### src/rtl/vga_window_driver_if.sv
// Bus bundle for vga_window_driver: frame-buffer read port, swap handshake,
// scale select and the VGA DAC output group.
//   master : the driver (consumes scale2x/din/wr_end, produces VGA + read side)
//   slave  : the surrounding system (RAM, writer, DAC)
interface vga_window_driver_if #(
  parameter int unsigned DATA_W = 16,
  parameter int unsigned PIX_W  = 1,
  parameter int unsigned ADDR_W = 17
);
  logic              scale2x;
  logic [PIX_W-1:0]  din;
  logic              wr_end;
  logic              vga_clk;
  logic              vga_hs;
  logic              vga_vs;
  logic              vga_de;
  logic [DATA_W-1:0] vga_rgb;
  logic              rd_en;
  logic [ADDR_W-1:0] rd_addr;
  logic              rd_end;
  logic              buf_sel;

  modport master (
    input  scale2x, din, wr_end,
    output vga_clk, vga_hs, vga_vs, vga_de, vga_rgb,
    output rd_en, rd_addr, rd_end, buf_sel
  );

  modport slave (
    output scale2x, din, wr_end,
    input  vga_clk, vga_hs, vga_vs, vga_de, vga_rgb,
    input  rd_en, rd_addr, rd_end, buf_sel
  );
endinterface

### src/rtl/vga_window_driver.sv
// VGA timing generator with a centred, optionally pixel-doubled window read
// from an external double-buffered RAM of fixed read latency.
// Ports:
//   clk   : pixel clock
//   rst_n : asynchronous active-low reset
//   bus   : vga_window_driver_if.master
//           in  scale2x (latched at frame end), din (RAM data), wr_end (writer done)
//           out vga_clk (~clk), vga_hs/vga_vs (active low), vga_de, vga_rgb,
//               rd_en/rd_addr (RAM read), rd_end (frame done), buf_sel (RAM buffer)
module vga_window_driver #(
  parameter int unsigned DATA_W = 16,
  parameter int unsigned PIX_W  = 1,
  parameter int unsigned ADDR_W = 17,
  parameter int unsigned RD_LAT = 3,
  parameter int unsigned H_ACT  = 640,
  parameter int unsigned H_SPW  = 96,
  parameter int unsigned H_BP   = 48,
  parameter int unsigned H_FP   = 16,
  parameter int unsigned V_ACT  = 480,
  parameter int unsigned V_SPW  = 2,
  parameter int unsigned V_BP   = 33,
  parameter int unsigned V_FP   = 10,
  parameter int unsigned WIN_W  = 320,
  parameter int unsigned WIN_H  = 200,
  parameter logic [DATA_W-1:0] BORDER_RGB = '1
) (
  input  logic                 clk,
  input  logic                 rst_n,
  vga_window_driver_if.master  bus
);

  localparam int unsigned HTOT  = H_SPW + H_BP + H_ACT + H_FP;
  localparam int unsigned VTOT  = V_SPW + V_BP + V_ACT + V_FP;
  localparam int unsigned HA0   = H_SPW + H_BP;
  localparam int unsigned VA0   = V_SPW + V_BP;
  localparam int unsigned HS0_1 = HA0 + (H_ACT - WIN_W) / 2;
  localparam int unsigned HS0_2 = HA0 + (H_ACT - 2 * WIN_W) / 2;
  localparam int unsigned VS0_1 = VA0 + (V_ACT - WIN_H) / 2;
  localparam int unsigned VS0_2 = VA0 + (V_ACT - 2 * WIN_H) / 2;
  localparam int unsigned HC_W  = $clog2(HTOT);
  localparam int unsigned VC_W  = $clog2(VTOT);

  logic [HC_W-1:0]   hcnt, hcnt_nx;
  logic [VC_W-1:0]   vcnt, vcnt_nx;
  logic              scale_q, scale_nx;
  logic              pend_q;
  logic              frame_end_c;

  logic [31:0]       h32, v32, hn32, vn32;
  logic [31:0]       px_h0, px_v0, px_w, px_h;
  logic [31:0]       rd_h0, rd_v0, rd_w, rd_h;
  logic              active_c, in_win_c, rd_on_c;
  logic [ADDR_W-1:0] col_c, row_c, rd_addr_c;
  logic [DATA_W-1:0] pix_c;

  logic              hs_q, vs_q, de_q, rd_en_q, rd_end_q, buf_q;
  logic [DATA_W-1:0] rgb_q;
  logic [ADDR_W-1:0] rd_addr_q;

  // Free-running raster counters and the scale that will apply next cycle.
  always_comb begin
    h32         = 32'(hcnt);
    v32         = 32'(vcnt);
    frame_end_c = (h32 == HTOT - 1) && (v32 == VTOT - 1);
    hcnt_nx     = (h32 == HTOT - 1) ? '0 : hcnt + 1'b1;
    vcnt_nx     = vcnt;
    if (h32 == HTOT - 1) begin
      vcnt_nx = (v32 == VTOT - 1) ? '0 : vcnt + 1'b1;
    end
    scale_nx    = frame_end_c ? bus.scale2x : scale_q;
  end

  // Pixel side: classify the current raster position with the frame's scale.
  always_comb begin
    px_h0    = scale_q ? HS0_2 : HS0_1;
    px_v0    = scale_q ? VS0_2 : VS0_1;
    px_w     = scale_q ? 2 * WIN_W : WIN_W;
    px_h     = scale_q ? 2 * WIN_H : WIN_H;
    active_c = (h32 >= HA0) && (h32 < HA0 + H_ACT) &&
               (v32 >= VA0) && (v32 < VA0 + V_ACT);
    in_win_c = (h32 >= px_h0) && (h32 < px_h0 + px_w) &&
               (v32 >= px_v0) && (v32 < px_v0 + px_h);
  end

  // Read side: looks at the next raster position so the registered strobe is
  // high in the cycle the counter holds that position, RD_LAT ahead of display.
  always_comb begin
    hn32    = 32'(hcnt_nx);
    vn32    = 32'(vcnt_nx);
    rd_h0   = (scale_nx ? HS0_2 : HS0_1) - RD_LAT + 1;
    rd_v0   = scale_nx ? VS0_2 : VS0_1;
    rd_w    = scale_nx ? 2 * WIN_W : WIN_W;
    rd_h    = scale_nx ? 2 * WIN_H : WIN_H;
    rd_on_c = (hn32 >= rd_h0) && (hn32 < rd_h0 + rd_w) &&
              (vn32 >= rd_v0) && (vn32 < rd_v0 + rd_h);
    col_c   = ADDR_W'(hn32 - rd_h0);
    row_c   = ADDR_W'(vn32 - rd_v0);
    if (scale_nx) begin
      col_c = col_c >> 1;
      row_c = row_c >> 1;
    end
    rd_addr_c = rd_on_c ? (row_c * ADDR_W'(WIN_W) + col_c) : '0;
  end

  // Single-bit sources are replicated across the colour word.
  if (PIX_W == 1) begin : g_rep
    assign pix_c = {DATA_W{bus.din[0]}};
  end else begin : g_pass
    assign pix_c = DATA_W'(bus.din);
  end

  // Counters, latched scale, swap handshake and all registered outputs.
  always_ff @(posedge clk or negedge rst_n) begin
    if (!rst_n) begin
      hcnt      <= '0;
      vcnt      <= '0;
      scale_q   <= 1'b0;
      pend_q    <= 1'b0;
      hs_q      <= 1'b1;
      vs_q      <= 1'b1;
      de_q      <= 1'b0;
      rgb_q     <= '0;
      rd_en_q   <= 1'b0;
      rd_addr_q <= '0;
      rd_end_q  <= 1'b0;
      buf_q     <= 1'b0;
    end else begin
      hcnt      <= hcnt_nx;
      vcnt      <= vcnt_nx;
      scale_q   <= scale_nx;
      hs_q      <= !(h32 < H_SPW);
      vs_q      <= !(v32 < V_SPW);
      de_q      <= active_c;
      rgb_q     <= !active_c ? '0 : (in_win_c ? pix_c : BORDER_RGB);
      rd_en_q   <= rd_on_c;
      rd_addr_q <= rd_addr_c;
      rd_end_q  <= frame_end_c;
      // A wr_end on the frame-end cycle itself counts for this swap.
      if (frame_end_c) begin
        if (pend_q || bus.wr_end) begin
          buf_q <= ~buf_q;
        end
        pend_q <= 1'b0;
      end else if (bus.wr_end) begin
        pend_q <= 1'b1;
      end
    end
  end

  assign bus.vga_clk = ~clk;
  assign bus.vga_hs  = hs_q;
  assign bus.vga_vs  = vs_q;
  assign bus.vga_de  = de_q;
  assign bus.vga_rgb = rgb_q;
  assign bus.rd_en   = rd_en_q;
  assign bus.rd_addr = rd_addr_q;
  assign bus.rd_end  = rd_end_q;
  assign bus.buf_sel = buf_q;

endmodule

### src/flat_wrapper.sv
// flat-port wrapper written by rule: the top's interface ports become plain ports
module vga_window_driver_flat 
#(
  parameter int unsigned DATA_W = 16,
  parameter int unsigned PIX_W  = 1,
  parameter int unsigned ADDR_W = 17,
  parameter int unsigned RD_LAT = 3,
  parameter int unsigned H_ACT  = 640,
  parameter int unsigned H_SPW  = 96,
  parameter int unsigned H_BP   = 48,
  parameter int unsigned H_FP   = 16,
  parameter int unsigned V_ACT  = 480,
  parameter int unsigned V_SPW  = 2,
  parameter int unsigned V_BP   = 33,
  parameter int unsigned V_FP   = 10,
  parameter int unsigned WIN_W  = 320,
  parameter int unsigned WIN_H  = 200,
  parameter logic [DATA_W-1:0] BORDER_RGB = '1
)
  (clk, rst_n, bus_scale2x, bus_din, bus_wr_end, bus_vga_clk, bus_vga_hs, bus_vga_vs, bus_vga_de, bus_vga_rgb, bus_rd_en, bus_rd_addr, bus_rd_end, bus_buf_sel);
  vga_window_driver_if #(.DATA_W(DATA_W), .PIX_W(PIX_W), .ADDR_W(ADDR_W)) bus_i ();
  input  logic clk;
  input  logic rst_n;
  input wire logic [$bits(bus_i.scale2x)-1:0] bus_scale2x;
  input wire logic [$bits(bus_i.din)-1:0] bus_din;
  input wire logic [$bits(bus_i.wr_end)-1:0] bus_wr_end;
  output wire logic [$bits(bus_i.vga_clk)-1:0] bus_vga_clk;
  output wire logic [$bits(bus_i.vga_hs)-1:0] bus_vga_hs;
  output wire logic [$bits(bus_i.vga_vs)-1:0] bus_vga_vs;
  output wire logic [$bits(bus_i.vga_de)-1:0] bus_vga_de;
  output wire logic [$bits(bus_i.vga_rgb)-1:0] bus_vga_rgb;
  output wire logic [$bits(bus_i.rd_en)-1:0] bus_rd_en;
  output wire logic [$bits(bus_i.rd_addr)-1:0] bus_rd_addr;
  output wire logic [$bits(bus_i.rd_end)-1:0] bus_rd_end;
  output wire logic [$bits(bus_i.buf_sel)-1:0] bus_buf_sel;
  assign bus_i.scale2x = bus_scale2x;
  assign bus_i.din = bus_din;
  assign bus_i.wr_end = bus_wr_end;
  assign bus_vga_clk = bus_i.vga_clk;
  assign bus_vga_hs = bus_i.vga_hs;
  assign bus_vga_vs = bus_i.vga_vs;
  assign bus_vga_de = bus_i.vga_de;
  assign bus_vga_rgb = bus_i.vga_rgb;
  assign bus_rd_en = bus_i.rd_en;
  assign bus_rd_addr = bus_i.rd_addr;
  assign bus_rd_end = bus_i.rd_end;
  assign bus_buf_sel = bus_i.buf_sel;
  vga_window_driver #(.DATA_W(DATA_W), .PIX_W(PIX_W), .ADDR_W(ADDR_W), .RD_LAT(RD_LAT), .H_ACT(H_ACT), .H_SPW(H_SPW), .H_BP(H_BP), .H_FP(H_FP), .V_ACT(V_ACT), .V_SPW(V_SPW), .V_BP(V_BP), .V_FP(V_FP), .WIN_W(WIN_W), .WIN_H(WIN_H), .BORDER_RGB(BORDER_RGB)) u_core (.clk(clk), .rst_n(rst_n), .bus(bus_i));
endmodule
### config.mk
export PLATFORM = sky130hd
export DESIGN_NAME = vga_window_driver_flat
export DESIGN_NICKNAME = d
export VERILOG_FILES = /design/src/rtl/vga_window_driver_if.sv /design/src/rtl/vga_window_driver.sv /design/src/flat_wrapper.sv
export SDC_FILE = /design/constraint.sdc
export NUM_CORES = 1
export LEC_CHECK = 0
export ABC_AREA = 1
export CAP_MARGIN = 20
export CELL_PAD_IN_SITES_DETAIL_PLACEMENT = 1
export CELL_PAD_IN_SITES_GLOBAL_PLACEMENT = 1
export CORE_MARGIN = 4
export CORE_UTILIZATION = 43
export CTS_BUF_LIST = sky130_fd_sc_hd__clkbuf_8
export CTS_CLUSTER_SIZE = 25
export DETAILED_ROUTE_END_ITERATION = 8
export PLACE_DENSITY_LB_ADDON = 0.25
export SLEW_MARGIN = 20
export SYNTH_ARGS = -nofsm -noshare
export SYNTH_HDL_FRONTEND = slang
export SYNTH_SLANG_ARGS = --single-unit
export TNS_END_PERCENT = 5
### constraint.sdc
create_clock -name clk -period 6.3 [get_ports clk]
set_input_delay 0.63 -clock clk [delete_from_list [all_inputs] [get_ports clk]]
set_output_delay 0.63 -clock clk [all_outputs]
set_load 0.01 [all_outputs]
==> impl_metrics.tcl <==
set metrics [dict create \
    combPwrFrac 0.018 \
    intPower_mw 0.388 \
    rrSetupSlack_ns 0.63 \
    grt_max_degree 47 \
    setup_viol 0 \
    io_pins 45 \
    grt_pass1_wl_mm 19.9 \
    cts_made_buffers 5 \
    drive_above_1_share 0.0751 \
    syn_area_per_cell_um2 7.19 \
    pwr-share-clk 0.410 \
    syn_nets 668 \
    leakage_nw 2.61 \
    p_sw_mw 0.128 \
    wirelength_mm 11.6 \
    ys_seq_area_frac 0.264 \
    r2r-start "u_core.hcnt[0]" \
    routedWlPerCell_um 15.0 \
    cts_max_level 2 \
    path_buf_inv 5 \
    drv_cap 0 \
    cpMostUsedCell "nand2_1" \
    crit_fanout 11 \
    ctsHoldBuffers 0 \
    rsz0062_at_grt "false" \
    cts_buffer_depth 2 \
    slowest_delay_ns 0.43 \
    start_util 0.445 \
    fin_setup_tns_ns 0 \
    drc 0 \
    synthCells 607 \
    critPathArrivalTime_ns 5.91 \
    antennaDiodeCount 0 \
    async_flop_share 1.00 \
    period_share 0.900 \
    syn_area_mm2 0.00437 \
    layout_commonest_cell "nand2_1" \
    status "completed" \
    fillers 1314 \
    synth_top_flop_cell "dfrtp_1" \
    cts_tree "yes" \
    maxSlewHeadroom 0.579 \
    place.gp.congestion 0.870 \
    root_buffer "clkbuf_8" \
    min_path_type "in -> async" \
    max_freq_ghz 0.176 \
    worst-r2r-cell-count 39 \
    finClkSkew_ns 0.00834 \
    fp.dieH_um 109 \
    firstDrtPassIters 4 \
    p_seq_frac 0.573 \
    fin_nets 699 \
    ff_latch_area_mm2 0.00116 \
    die-area_mm2 0.0118 \
    power_mw 0.516 \
    crit_path_top_delay_cell "dfrtp_2" \
    cp-end-kind "flop" \
    crit_type "reg -> reg" \
    antenna_found_initial 0 \
    core-area_mm2 0.00982 \
    synth.distinct_cells 43 \
    hpwl_mm 9.40 \
    switching_share 0.248 \
    clk_latency_ns 0.31 \
    critPathRequiredTime_ns 6.54 \
    hold_viol 0 \
    cpLargestDelayFamily "simple AND/OR/NAND/NOR gates" \
    tightest_slew_ns 0.628 \
    ant_nets 0 \
    multi_input_area_mm2 0.00273 \
    die_x_um 109 \
    slew_violations 0 \
    max-vdd-ir-drop_mv 0.119 \
    r2r_end "u_core.bus.rd_addr[16]" \
    clkTransAtPathRegs_ns 0.10 \
    grt_pass1_vias 4268 \
    gr-total-overflow 0 \
    vias_per_cell 5.21 \
    area_delta_synth_final_pct 13.4 \
    vias 4020 \
    track_usage 0.207 \
    drt_iter0_drc 132 \
    port_buffers 44 \
    final_cell_mix "124 x nand2_1, 92 x inv_1, 59 x nor2_1, 53 x ha_1, 48 x nand3_1" \
    synth_edf_count 0 \
    ys_warn_count 0 \
    power.density_mw_per_mm2 104 \
    start_kind "flop" \
    layout_min_cycle_time_ns 5.67 \
    num_rows 36 \
    ys_ff_latch 46 \
]
-- cells by family after synthesis --
family | Yosys count | synth area share
flip-flops | 46 | 0.264
AO/OA/AOI/OAI | 84 | 0.113
buffers and inverters | 115 | 0.116
AND/OR/NAND/NOR | 284 | 0.299
adder cells (fa/ha/maj) | 56 | 0.164
XOR/XNOR | 22 | 0.0441
-- cells in the mapped netlist, drive strengths merged (5+ instances only) --
master	instances	share of area
a211oi	8	0.014
a21boi	5	0.0086
a21oi	28	0.033
buf	20	0.034
dfrtp	44	0.25
ha	54	0.15
inv	92	0.079
nand2	136	0.13
nand3	51	0.062
nand4	17	0.029
nor2	67	0.063
nor3	7	0.0080
o21ai	32	0.038
xnor2	6	0.012
xor2	16	0.032
-- power groups by stage --
stage	registers [mW]	logic, mW	clock network (mW)
global placement	0.301	0.00926	0.0183
finish	0.296	0.00909	0.211
detailed placement	0.301	0.00947	0.0183
floorplan	0.302	0.000192	0.00624
CTS	0.296	0.00953	0.220
global route	0.296	0.0106	0.236
-- registers in the layout, summed over array words and instances (netlist names) --
register and cells:
u_core.bus.rd_addr 17, u_core.pend_q 1, u_core.bus.vga_de 1, u_core.bus.buf_sel 1
u_core.bus.vga_vs 1, u_core.bus.vga_rgb 1, u_core.hcnt 10, u_core.vcnt 10
u_core.bus.rd_en 1, u_core.scale_q 1, u_core.bus.vga_hs 1, u_core.bus.rd_end 1
-- final cells by class --
type | count | area share
Multi-Input combinational cell | 446 | 0.552
Clock buffer | 6 | 0.0159
Clock inverter | 4 | 0.00480
Timing Repair Buffer | 46 | 0.0910
Inverter | 91 | 0.0690
Sequential cell | 46 | 0.234
Tap cell | 133 | 0.0336
-- how the worst max path moves through the flow --
stage	endpoint	cells past startpoint	startpoint
after global placement	u_core.bus.rd_addr[16]	36	u_core.vcnt[0]
after floorplan	u_core.bus.rd_addr[16]	36	u_core.hcnt[0]
after CTS	u_core.bus.rd_addr[16]	39	u_core.hcnt[0]
after detailed placement	u_core.bus.rd_addr[16]	39	u_core.hcnt[0]
after global routing	u_core.bus.rd_addr[16]	39	u_core.hcnt[1]
final	u_core.bus.rd_addr[16]	39	u_core.hcnt[0]
-- metrics by stage --
stage	worst slack, ns	std cells	utilization	hold WS, ns	cell area (µm²)
floorplan	1.10	607	-	0.334	4370
finish	0.631	772	0.504	0.323	4950
global route	0.0460	772	0.504	0.361	4950
global placement	0.710	764	0.492	0.457	4830
detailed placement	0.480	764	0.492	0.458	4830
CTS	0.435	772	0.501	0.475	4920
-- routing by layer --
layer	track usage	part of all wire
met4	0.0397	0.0054
met5	0	0
met1	0.256	0.45
met3	0.0249	0.026
met2	0.388	0.52
-- what timing repair did --
action                     in CTS  in global routing
setup buffers                   0                  0
gates resized for setup         0                  5
setup endpoints to repair       0                  1
No activity file was read; power rests on OpenSTA's default activity.
